===== src/rtl/stack_mem_ctrl_pkg.sv =====
// Shared constants for the stack calculator scratch-memory controller:
// memory width, memory mode codes, command op codes and FSM state encodings.
`ifndef MEMORY_ADDR_BITS
`define MEMORY_ADDR_BITS 4
`endif

package stack_mem_ctrl_pkg;

  localparam int MEMORY_ADDR_BITS = `MEMORY_ADDR_BITS;
  localparam int NIBBLE_W         = 4;

  typedef enum logic [1:0] {
    MODE_NONE  = 2'd0,
    MODE_CLEAR = 2'd1,
    MODE_WRITE = 2'd2,
    MODE_READ  = 2'd3
  } mem_mode_e;

  typedef enum logic [1:0] {
    OP_PUSH  = 2'd0,
    OP_POP   = 2'd1,
    OP_PEEK  = 2'd2,
    OP_CLEAR = 2'd3
  } cmd_op_e;

  typedef enum logic [2:0] {
    ST_IDLE      = 3'd0,
    ST_WRITE     = 3'd1,
    ST_READ      = 3'd2,
    ST_READ_WAIT = 3'd3,
    ST_CLEAR     = 3'd4,
    ST_RESP      = 3'd5,
    ST_INIT      = 3'd6
  } state_e;

endpackage


===== src/rtl/stack_mem_ctrl.sv =====
// Stack controller for the calculator scratch memory: FSM plus stack pointer.
// Define STACK_MEM_CTRL_CLEAR_ON_RESET_EN to clear the memory once after reset.
module stack_mem_ctrl
  import stack_mem_ctrl_pkg::*;
#(
  parameter int ADDR_BITS = MEMORY_ADDR_BITS
) (
  input  logic                 clk,
  input  logic                 rst_n,
  input  logic                 cmd_valid,
  output logic                 cmd_ready,
  input  logic [1:0]           cmd_op,
  input  logic [NIBBLE_W-1:0]  cmd_data,
  output logic                 rsp_valid,
  output logic [NIBBLE_W-1:0]  rsp_data,
  output logic                 rsp_err,
  output logic [1:0]           mem_mode,
  output logic [ADDR_BITS-1:0] mem_addr,
  output logic [NIBBLE_W-1:0]  mem_data_in,
  input  logic [NIBBLE_W-1:0]  mem_data_out,
  output logic [ADDR_BITS:0]   depth,
  output logic                 empty,
  output logic                 full
);

`ifdef STACK_MEM_CTRL_CLEAR_ON_RESET_EN
  localparam state_e     RST_STATE = ST_INIT;
  localparam logic [1:0] RST_MODE  = MODE_CLEAR;
  localparam logic       RST_READY = 1'b0;
`else
  localparam state_e     RST_STATE = ST_IDLE;
  localparam logic [1:0] RST_MODE  = MODE_NONE;
  localparam logic       RST_READY = 1'b1;
`endif

  localparam logic [ADDR_BITS:0] SP_ONE = {{ADDR_BITS{1'b0}}, 1'b1};

  state_e               state;
  cmd_op_e              op_q;
  logic [ADDR_BITS:0]   sp;
  logic [ADDR_BITS:0]   sp_dec;

  // sp never exceeds capacity, so its MSB alone marks a full stack
  assign depth  = sp;
  assign empty  = (sp == '0);
  assign full   = sp[ADDR_BITS];
  assign sp_dec = sp - SP_ONE;

  always_ff @(posedge clk or negedge rst_n) begin
    if (!rst_n) begin
      state       <= RST_STATE;
      op_q        <= OP_PUSH;
      sp          <= '0;
      cmd_ready   <= RST_READY;
      rsp_valid   <= 1'b0;
      rsp_data    <= '0;
      rsp_err     <= 1'b0;
      mem_mode    <= RST_MODE;
      mem_addr    <= '0;
      mem_data_in <= '0;
    end else begin
      rsp_valid <= 1'b0;
      mem_mode  <= MODE_NONE;
      case (state)
        ST_INIT: begin
          state     <= ST_IDLE;
          cmd_ready <= 1'b1;
        end
        ST_IDLE: begin
          if (cmd_valid && cmd_ready) begin
            op_q      <= cmd_op_e'(cmd_op);
            cmd_ready <= 1'b0;
            case (cmd_op)
              OP_PUSH: begin
                if (full) begin
                  state     <= ST_RESP;
                  rsp_valid <= 1'b1;
                  rsp_err   <= 1'b1;
                end else begin
                  state       <= ST_WRITE;
                  mem_mode    <= MODE_WRITE;
                  mem_addr    <= sp[ADDR_BITS-1:0];
                  mem_data_in <= cmd_data;
                end
              end
              OP_POP, OP_PEEK: begin
                if (empty) begin
                  state     <= ST_RESP;
                  rsp_valid <= 1'b1;
                  rsp_err   <= 1'b1;
                end else begin
                  state    <= ST_READ;
                  mem_mode <= MODE_READ;
                  mem_addr <= sp_dec[ADDR_BITS-1:0];
                end
              end
              default: begin
                state    <= ST_CLEAR;
                mem_mode <= MODE_CLEAR;
              end
            endcase
          end
        end
        ST_WRITE: begin
          sp        <= sp + SP_ONE;
          state     <= ST_RESP;
          rsp_valid <= 1'b1;
          rsp_err   <= 1'b0;
        end
        ST_READ: begin
          state <= ST_READ_WAIT;
        end
        // memory presents the read nibble during this state
        ST_READ_WAIT: begin
          rsp_data  <= mem_data_out;
          if (op_q == OP_POP) sp <= sp_dec;
          state     <= ST_RESP;
          rsp_valid <= 1'b1;
          rsp_err   <= 1'b0;
        end
        ST_CLEAR: begin
          sp        <= '0;
          state     <= ST_RESP;
          rsp_valid <= 1'b1;
          rsp_err   <= 1'b0;
        end
        ST_RESP: begin
          state     <= ST_IDLE;
          cmd_ready <= 1'b1;
          rsp_err   <= 1'b0;
        end
        default: begin
          state     <= ST_IDLE;
          cmd_ready <= 1'b1;
        end
      endcase
    end
  end

endmodule


===== config.mk =====
export PLATFORM = sky130hd
export DESIGN_NAME = stack_mem_ctrl
export DESIGN_NICKNAME = d
export VERILOG_FILES = /design/src/rtl/stack_mem_ctrl_pkg.sv /design/src/rtl/stack_mem_ctrl.sv
export SDC_FILE = /design/constraint.sdc
export NUM_CORES = 1
export LEC_CHECK = 0
export ABC_AREA = 0
export BUFFER_PORTS_ARGS = -buffer_cell sky130_fd_sc_hd__buf_2
export CORE_MARGIN = 1.5
export CORE_UTILIZATION = 35
export DETAILED_ROUTE_END_ITERATION = 16
export SKIP_CTS_REPAIR_TIMING = 1
export SLEW_MARGIN = 25
export SYNTH_ARGS = -nofsm -noshare
export SYNTH_HDL_FRONTEND = slang
export SYNTH_SLANG_ARGS = --single-unit

===== constraint.sdc =====
create_clock -name clk -period 3.1 [get_ports clk]
set_input_delay 0.465 -clock clk [delete_from_list [all_inputs] [get_ports clk]]
set_output_delay 0.465 -clock clk [all_outputs]
set_load 0.1 [all_outputs]

# Word-level counts from Yosys, hierarchy flattened
# Cells that the tools add are included.
# totals
regBits,27
word_cells,73
# classes
add_sub_neg,2
eq_ne,15
n_mux,27
n_bitwise,2
n_reduce_logical,17
# ops
operator,count
$pmux 5 s3,1
$pmux 1 s2,5
$reduce_and 5->1,2
$mux 3,3
$pmux 3 s3,1
$mux 2,4
$mux 4,2
$ne 2x2->1 const B,4
$pmux 4 s2,1
$reduce_or 4->1,2
$mux 1,7
$eq 3x2->1 const B,2
$eq 3x3->1 const B,2
$ne 3x3->1 const B,2
$pmux 3 s2,1
$reduce_and 2->1,3
$add 5x1->5 const B,1
$logic_not 5->1,1
$mux 5,1
$sub 5x1->5 const B,1
$eq 2x1->1 const B,2
$pmux 2 s2,1
$reduce_and 4->1,1
$reduce_bool 2->1,2
10 further kinds,11

# Longest topological paths before layout
# Gate-level depths: netlist (run 1).
# logic_depth
depth_word,5
ltp_mapped,8

# Worst setup path before layout (run 1)
# No wires, ideal clock.
# synth_timing
path_type,reg2reg
from,register sp[0] (netlist: depth[0])
to,register mem_addr[2]
setup_time_ps,80
arrival_ps,2786
path_slack_ps,234
stages_incl_launch_ff,8
path_buffers,0
cell_sequence,dfrtp_1 -> inv_1 -> ha_1 -> nand3b_1 -> inv_1 -> a22o_1 -> nor3_4 -> a2bb2oi_1
# synth_via
elab_chain_len,3
elab_cells_between_ends,6
classes_between,1 x add/sub; 1 x eq/ne; 2 x mux; 2 x reduce/logical
# synth_lines
item,line,text
start: declaration,stack_mem_ctrl.sv:40,logic [ADDR_BITS:0] sp;
start signal: assignment,stack_mem_ctrl.sv:105,sp <= sp + SP_ONE;
start signal: assignment,stack_mem_ctrl.sv:116,if (op_q == OP_POP) sp <= sp_dec;
$logic_not 5->1,stack_mem_ctrl.sv:45,assign empty = (sp == '0);
named net empty,stack_mem_ctrl.sv:22,"output logic empty,"
$ne 2x2->1 (no line),-,
$reduce_and 5->1 (no line),-,
end signal: assignment,stack_mem_ctrl.sv:82,mem_addr <= sp[ADDR_BITS-1:0];
end signal: assignment,stack_mem_ctrl.sv:94,mem_addr <= sp_dec[ADDR_BITS-1:0];
end: declaration,stack_mem_ctrl.sv:18,"output logic [ADDR_BITS-1:0] mem_addr,"
# The timed path passes the listed nets, and every way through them passes these cells. The select of a mux whose other input is x is not followed.
# A chain may end at the register's enable or synchronous reset.

# Worst setup path in the final report (run 1)
# layout_timing
from,register sp[0] (netlist: depth[0])
to,output empty
# layout_via
elab_chain_len,1
# layout_lines
item,line
$logic_not 5->1,stack_mem_ctrl.sv:45
end: declaration,stack_mem_ctrl.sv:22
# No other way between the ends.

==> results by group, run 1 <==
Setup path
  • Number of cells traversed by the worst register-to-register path: 4
  • Total buffers and inverters traversed by the critical path: 3
  • WP data arrival: 1.85 ns
  • Worst Path Max Fanout: 9
  • Critical Path Start Type: flip-flop
  • Worst path most repeated cell: inv_1
  • Worst R2R Setup Slack: 0.91 ns
  • Reg-to-Reg Start: state[1]$_DFFE_PN0P_
  • Nature of the critical path endpoint: output port
  • CP peak stage delay: 0.48 ns
  • Crit Path Category: flip-flop to output port
  • Worst R2R End: mem_data_in[2]$_DFFE_PN0P_
  • Required time of the critical path: 2.63 ns
  • Chain of cells forming the critical path: inv_1 -> ha_1 -> nand3b_1 -> inv_1 -> buf_2
  • Top delay family on crit path: buffers and inverters
  • Max stage delay cell, worst path: dfrtp_1

Logic synthesis
  • Ys Warns: 0
  • Synthesized netlist net count: 192
  • Most instantiated flip-flop cell in the synthesis netlist: dfrtp_1
  • Largest family of logic cells by synthesized area: simple AND/OR/NAND/NOR gates
  • Share of flip-flops with an asynchronous set or reset: 1.00
  • Part of the Yosys area used for sequential elements: 0.434
  • Number of synthesized flops with an enable pin: 0
  • Post-Synthesis Mean Instance Area: 8.96 um2
  • Synthesized-area fraction occupied by and/or/nand/nor cells: 0.246
  • Share of cell area taken by muxes after synthesis: 0.0289
  • Compound-gate portion of the synthesized area: 0.189
  • Dominant cell type by area after synthesis: dfrtp_1
  • Proportion of netlist area held by the largest area contributor: 0.417
  • Library cells used by synthesis: 43
  • Mapped Cells: 174
  • Adder-cell share of the synthesized area: 0.0401
  • Xor and xnor fraction of the mapped netlist area: 0
  • Post-synthesis sequential element count: 27
  • Leading post-synthesis cells by instance count: 26 x dfrtp_1, 26 x nand2_1, 15 x nor2_1, 13 x a21oi_1, 11 x o21ai_0
  • Area of the mapped netlist: 1560 um2
  • Ranking of synthesized cells by area: dfrtp_1 42%, nand2_1 6.3%, a21oi_1 4.2%

Placement
  • Port Buf Inserts: 36
  • Worst slack after detailed placement: 0.917 ns
  • HPWL after detailed placement: 2.45 mm
  • RePlAce Congestion: 0.804
  • Placed Area: 1730 um2

STA
  • Final setup margin: 0.780 ns
  • Period minus WS final: 2.32 ns
  • Final setup skew: 0.00147 ns
  • Final setup fails: 0
  • Fmax: 0.431 GHz
  • Hold violation count in the final report: 0
  • Final Cycle Share: 0.748
  • Pins over their slew limit: 0
  • Fin Setup TNS: 0 ns
  • Transition time of the tightest slew-check pin: 0.815 ns
  • Hold Slack: 0.193 ns
  • Normalized max-slew margin: 0.457
  • Setup repair after global routing missed its margin: no

Hold path
  • Worst min path class: input pin to async pin

Clocking
  • Clock Tree Buf Depth: 2
  • CTS H-tree depth: 1
  • Clock buffers created by TritonCTS: 3
  • Cell at the root of the clock tree: clkbuf_8
  • TritonCTS clock tree: done
  • Clock latency reported for the late side of the worst-skew pair: 0.27 ns
  • Clock Sink Count: 27
  • Clock Pin Slew Worst Setup and Hold Paths: 0.09 ns

Die
  • Standard-cell row count: 24
  • Area inside the core boundary: 4320 um2
  • Floorplan die width: 69.7 um
  • Top Ports: 37
  • Die outline height: 69.7 um
  • Starting density of the core: 0.361
  • Die Footprint: 4860 um2

Detailed routing
  • Routed length per placed instance: 13.2 um
  • Detailed-route DRC error count: 0
  • Wire length after detailed routing: 3.34 mm
  • Number of nets with antenna violations after routing: 0
  • 1st-iter DRT viols: 101
  • Via count: 1302
  • Vias per Instance: 5.15
  • Detailed Routing Iterations Pass 1: 4

Global route
  • All-layer global routing usage: 0.150
  • Number of global-route vias before repair: 1206
  • First-pass GRT wire length: 5.90 mm
  • Maximum number of pins on one net before global-route repair: 28
  • Total grt overflow: 0
  • Number of antenna violations at the first check in global routing: 0

Final layout
  • Layout cell share with drive strength beyond 1: 0.244
  • Signed area change from the synthesized netlist to the final layout: 14.0%
  • Antenna diodes: 0
  • Number of fill cells: 466
  • Post-route design area: 1780 um2
  • Final net count: 220

Run
  • Maxcap violations: 0

Run status
  • Result of the run: finished clean
-- worst max path at each step --
stage / start / to / cells after the start
5_1_grt: depth[0]$_DFFE_PN0P_ / empty / 5
2_1_floorplan: depth[0]$_DFFE_PN0P_ / mem_addr[2]$_DFFE_PN0P_ / 7
4_1_cts: depth[0]$_DFFE_PN0P_ / empty / 5
3_3_place_gp: state[1]$_DFFE_PN0P_ / mem_data_in[1]$_DFFE_PN0P_ / 4
6_report: depth[0]$_DFFE_PN0P_ / empty / 5
3_5_place_dp: state[1]$_DFFE_PN0P_ / mem_data_in[2]$_DFFE_PN0P_ / 4
-- registers in the layout (all words and copies together) (netlist names) --
register,cells
cmd_ready,1
depth,5
mem_addr,4
mem_data_in,4
mem_mode,2
op_q,2
rsp_data,4
rsp_err,1
rsp_valid,1
state,3
-- through the flow --
step            util  instances
2_1_floorplan      -        174
3_3_place_gp   0.401        249
3_5_place_dp   0.401        249
4_1_cts        0.411        253
5_1_grt        0.411        253
6_report       0.411        253
-- kinds of logic after synthesis --
logic type      after synthesis
simple gates                 72
compound gates               46
flops                        27
fa+ha+maj                     5
buf+inv                      20
mux                           4
-- per-layer routing --
| layer | routed length, um | part of all wire | vias up | GRT usage |
|---|---|---|---|---|
| li1 | - | - | 664 | - |
| met1 | 1700 | 0.51 | 605 | 0.214 |
| met2 | 1480 | 0.44 | 29 | 0.234 |
| met3 | 139 | 0.042 | 4 | 0.0334 |
| met4 | 28 | 0.0084 | 0 | 0.0321 |
| met5 | 0 | 0 | - | 0 |
-- layout by cell type (no fill, tap or decap), drive strengths merged, types with 3 or more instances in the layout --
cell type	instances
a2bb2oi	3
ha	5
clkbuf	4
mux2	4
o211ai	3
a31oi	3
nand3	3
nor3	5
nand2	26
nor2b	5
inv	7
nor2	16
buf	36
dfrtp	26
a21oi	13
nand4	6
o21ai	11
-- worst register-to-register path: cells and delay by family, from the launching register on --
| family | cells | cell delay [ns] |
|---|---|---|
| flip-flops | 1 | 0.57 |
| multiplexers | 1 | 0.35 |
| AND/OR/NAND/NOR | 3 | 1.16 |
-- final cells by class --
cell class              count  area, um2  share of cell area
well taps                  52       65.1              0.0366
inverters                   7       26.3              0.0148
flip-flops and latches     27        677               0.381
repair buffers             36        180               0.101
clock buffers               4       45.0              0.0253
multi-input cells         127        785               0.441
Power of run 1 is not shown: default switching activity piles up to over one toggle a cycle in this logic, so the estimate is an artifact.
==> inputs of run 2 (changes only) <==
==> constraint.sdc (replaced) <==
create_clock -name clk -period 2.41 [get_ports clk]
set_input_delay 0.3615 -clock clk [delete_from_list [all_inputs] [get_ports clk]]
set_output_delay 0.3615 -clock clk [all_outputs]
set_load 0.1 [all_outputs]
==> run 2 against run 1 <==
  * First-iteration DRC count shrank 37%
  * Hold slack lost 0.11 ns
  * Clock skew grew 0.0038 ns
  * Register-to-register slack lost 0.42 ns
  * Die area is the same
  * Flip-flop and latch count is the same
  * Critical path depth is the same
  * Routed wire length grew 3.5%
  * Utilization grew 1.7 points
  * Critical endpoint unchanged
==> results by group, run 2 (synthesis gave the netlist of run 1 again) <==
Clocking
  • TritonCTS clock tree: done
  • Clock Pin Slew Worst Setup and Hold Paths: 0.10 ns
  • CTS H-tree depth: 1
  • Clock buffers created by TritonCTS: 3
  • Clock Sink Count: 27
  • Clock Tree Buf Depth: 2
  • Cell at the root of the clock tree: clkbuf_8
  • Clock latency reported for the late side of the worst-skew pair: 0.27 ns

STA
  • Normalized max-slew margin: 0.481
  • Final setup skew: 0.00525 ns
  • Fmax: 0.442 GHz
  • Transition time of the tightest slew-check pin: 0.779 ns
  • Final Cycle Share: 0.938
  • Pins over their slew limit: 0
  • Hold violation count in the final report: 0
  • Final setup fails: 0
  • Period minus WS final: 2.26 ns
  • Setup repair after global routing missed its margin: no

Die
  • Floorplan die width: 69.7 um
  • Area inside the core boundary: 4320 um2
  • Die outline height: 69.7 um
  • Starting density of the core: 0.361
  • Die Footprint: 4860 um2
  • Standard-cell row count: 24
  • Top Ports: 37

Setup path
  • Chain of cells forming the critical path: inv_1 -> ha_4 -> nand3b_1 -> clkinvlp_4 -> buf_2
  • Crit Path Category: flip-flop to output port
  • Worst R2R Setup Slack: 0.49 ns
  • Worst R2R End: mem_data_in[0]$_DFFE_PN0P_
  • Max stage delay cell, worst path: dfrtp_4
  • Reg-to-Reg Start: state[0]$_DFFE_PN0P_
  • WP data arrival: 1.90 ns
  • Worst Path Max Fanout: 9
  • Nature of the critical path endpoint: output port
  • Critical Path Start Type: flip-flop
  • CP peak stage delay: 0.53 ns
  • Number of cells traversed by the worst register-to-register path: 4
  • Required time of the critical path: 2.05 ns

Final layout
  • Signed area change from the synthesized netlist to the final layout: 18.9%
  • Area of the multi-input gates: 806 um2
  • Non-filler instance count after layout: 257
  • Commonest cells after routing, fill and taps aside: 36 x buf_2, 26 x nand2_1, 21 x dfrtp_1
  • Number of fill cells: 433
  • FF/Latch Area: 691 um2
  • Number of flip-flops in the largest register: 5
  • Layout cell share with drive strength beyond 1: 0.307
  • Final net count: 224
  • Post-route design area: 1850 um2
  • Antenna diodes: 0
  • Most common library cell in the layout ignoring fill and taps: buf_2

Global route
  • Maximum number of pins on one net before global-route repair: 28
  • Total grt overflow: 0
  • Number of antenna violations at the first check in global routing: 0
  • All-layer global routing usage: 0.153
  • Number of global-route vias before repair: 1360
  • First-pass GRT wire length: 6.22 mm

Detailed routing
  • Number of nets with antenna violations after routing: 0
  • Detailed-route DRC error count: 0
  • Vias per Instance: 5.31
  • Detailed Routing Iterations Pass 1: 4
  • Wire length after detailed routing: 3.46 mm
  • 1st-iter DRT viols: 64
  • Via count: 1364
  • Routed length per placed instance: 13.5 um

Hold path
  • Worst min path class: input pin to async pin

Run status
  • Result of the run: finished clean

Placement
  • RePlAce Congestion: 0.797
  • # placed instances: 253
  • Placed Area: 1800 um2
  • Port Buf Inserts: 36
  • HPWL after detailed placement: 2.54 mm

Run
  • Maxcap violations: 0
run 2: worst max-delay path by stage:
stage                               startpoint                      end  slack, ns  cells past startpoint
after detailed placement  depth[0]$_DFFE_PN0P_                    empty       0.46                      5
after CTS                 depth[0]$_DFFE_PN0P_                    empty       0.14                      5
final                     depth[0]$_DFFE_PN0P_                    empty       0.15                      5
after global placement    depth[0]$_DFFE_PN0P_                    empty       0.49                      5
after global routing      depth[0]$_DFFE_PN0P_                    empty       0.03                      5
after floorplan           depth[1]$_DFFE_PN0P_  mem_addr[2]$_DFFE_PN0P_      -0.04                      8
run 2: per-stage QoR:
step,TNS [ns],util,worst slack (ns),hold slack [ns]
4_1_cts,0,0.429,0.145,0.105
5_1_grt,0,0.429,0.0332,0.126
3_3_place_gp,0,0.417,0.486,0.415
6_report,0,0.429,0.149,0.0802
3_5_place_dp,0,0.417,0.465,0.411
2_1_floorplan,-0.124,-,-0.0414,0.0659
run 2: metal layers:
metal,up-vias,global-route usage,routed length (um)
met3,5,0.0218,138
met2,38,0.261,1550
met1,646,0.207,1730
met4,0,0.0385,40
li1,675,-,-
met5,-,0,0
run 2: cell type report:
type,instances,area share
multi-input cells,127,0.435
flip-flops and latches,27,0.373
repair buffers,40,0.113
well taps,52,0.0351
clock buffers,3,0.0223
inverters,7,0.0176
clock inverters,1,0.00405
run 2: worst max-delay path: cells and delay by family (launching register included):
kind / cells / cell delay [ns]
buf+inv: 3 / 0.77
flops: 1 / 0.53
simple gates: 1 / 0.17
fa+ha+maj: 1 / 0.15
Power of run 2 is left out for the same reason.
==> inputs of run 3 (changes only) <==
--- a/config.mk
+++ b/config.mk
@@ -10,6 +10,7 @@
 export CORE_MARGIN = 1.5
 export CORE_UTILIZATION = 35
 export DETAILED_ROUTE_END_ITERATION = 16
+export MAX_ROUTING_LAYER = met4
 export SKIP_CTS_REPAIR_TIMING = 1
 export SLEW_MARGIN = 25
 export SYNTH_ARGS = -nofsm -noshare
==> constraint.sdc (replaced) <==
create_clock -name clk -period 2.66 [get_ports clk]
set_input_delay 0.399 -clock clk [delete_from_list [all_inputs] [get_ports clk]]
set_output_delay 0.399 -clock clk [all_outputs]
set_load 0.1 [all_outputs]
==> run 3 against run 2 <==
  * First-iteration DRC count up 78%
  * Clock skew rose by 0.0013 ns
  * Global-route usage fell by 0.70 points
  * Hold slack better by 0.037 ns
  * Non-clock buffer count decreased by 2
  * Flip-flop and latch count unchanged
  * Critical path depth unchanged
  * Count of clock-buffer cells in the layout grew 1
  * Routed wire length is 2.6% lower
  * Critical path type unchanged
  * Largest cell class unchanged
==> results by group, run 3 (synthesis gave the netlist of run 1 again) <==
Setup path
  • Nature of the critical path endpoint: output port
  • WP data arrival: 1.84 ns
  • Crit Path Category: flip-flop to output port
  • Critical Path Start Type: flip-flop
  • Worst Path Max Fanout: 9
  • Required time of the critical path: 2.26 ns
  • Worst R2R Setup Slack: 0.58 ns

Global route
  • First-pass GRT wire length: 5.68 mm
  • Number of antenna violations at the first check in global routing: 0
  • All-layer global routing usage: 0.146
  • Maximum number of pins on one net before global-route repair: 28
  • Number of global-route vias before repair: 1203
  • Total grt overflow: 0

Final layout
  • Number of flip-flops in the largest register: 5
  • Layout cell share with drive strength beyond 1: 0.266
  • Commonest cells after routing, fill and taps aside: 36 x buf_2, 26 x nand2_1, 23 x dfrtp_1
  • Signed area change from the synthesized netlist to the final layout: 15.2%
  • Number of fill cells: 454
  • Most common library cell in the layout ignoring fill and taps: buf_2
  • Antenna diodes: 0
  • Final net count: 222

STA
  • Final setup fails: 0
  • Fin Setup TNS: 0 ns
  • Pins over their slew limit: 0
  • Final setup skew: 0.00652 ns
  • Fmax: 0.447 GHz
  • Setup repair after global routing missed its margin: no
  • Hold violation count in the final report: 0
  • Final Cycle Share: 0.840
  • Transition time of the tightest slew-check pin: 0.767 ns
  • Normalized max-slew margin: 0.489
  • Period minus WS final: 2.23 ns

Detailed routing
  • Number of nets with antenna violations after routing: 0
  • 1st-iter DRT viols: 114
  • Via count: 1315
  • Routed length per placed instance: 13.2 um
  • Detailed-route DRC error count: 0
  • Vias per Instance: 5.16
  • Wire length after detailed routing: 3.37 mm
  • Detailed Routing Iterations Pass 1: 4

Die
  • Die Footprint: 4860 um2
  • Starting density of the core: 0.361
  • Die outline height: 69.7 um
  • Area inside the core boundary: 4320 um2
  • Standard-cell row count: 24
  • Floorplan die width: 69.7 um
  • Top Ports: 37

Clocking
  • TritonCTS clock tree: done
  • CTS H-tree depth: 1
  • Clock Sink Count: 27
  • Clock buffers created by TritonCTS: 3
  • Clock Tree Buf Depth: 2
  • Clock latency reported for the late side of the worst-skew pair: 0.27 ns
  • Clock Pin Slew Worst Setup and Hold Paths: 0.09 ns
  • Cell at the root of the clock tree: clkbuf_8

Placement
  • RePlAce Congestion: 0.778
  • HPWL after detailed placement: 2.49 mm
  • Port Buf Inserts: 36

Run status
  • Result of the run: finished clean

Hold path
  • Worst min path class: input pin to async pin

Run
  • Maxcap violations: 0
-- run 3: final timing paths --
kind,from,endpoint,cells past startpoint
worst max-delay path,depth[0]$_DFFE_PN0P_,empty,5
worst min-delay path,rst_n,depth[0]$_DFFE_PN0P_,1
worst max register to register,state[0]$_DFFE_PN0P_,mem_data_in[1]$_DFFE_PN0P_,4
worst min register to register,rsp_data[1]$_DFFE_PN0P_,rsp_data[1]$_DFFE_PN0P_,2
max in group asynchronous,rst_n,depth[3]$_DFFE_PN0P_,1
min in group clk,mem_data_out[1],rsp_data[1]$_DFFE_PN0P_,3
-- run 3: final cells by class --
cell class | instances | area, um2 | share of cell area
well taps | 52 | 65.1 | 0.0362
repair buffers | 38 | 195 | 0.109
inverters | 7 | 26.3 | 0.0146
flip-flops and latches | 27 | 681 | 0.379
clock buffers | 4 | 45.0 | 0.0251
multi-input cells | 127 | 785 | 0.437
-- run 3: worst max-delay path, cell delays in order, from the launching register on --
cell      delay (ns)
dfrtp_2         0.48
inv_1           0.16
ha_1            0.17
nand3b_1        0.14
inv_1           0.17
buf_2           0.45
-- run 3: per-stage QoR --
stage	hold WS, ns	worst slack [ns]	instances	util	area [um2]
after floorplan	0.103	0.0306	174	-	1560
after global placement	0.450	0.623	251	0.405	1750
after detailed placement	0.452	0.579	251	0.405	1750
after CTS	0.146	0.419	255	0.416	1800
after global routing	0.166	0.341	255	0.416	1800
final	0.117	0.425	255	0.416	1800
-- run 3: metal layers --
metal / global-route usage / vias up / share of wire
met5: - / - / 0
met4: 0.0192 / 0 / 0.0050
met3: 0.0334 / 2 / 0.042
met2: 0.224 / 29 / 0.46
met1: 0.206 / 613 / 0.50
li1: - / 671 / -
Power of run 3 is left out for the same reason.
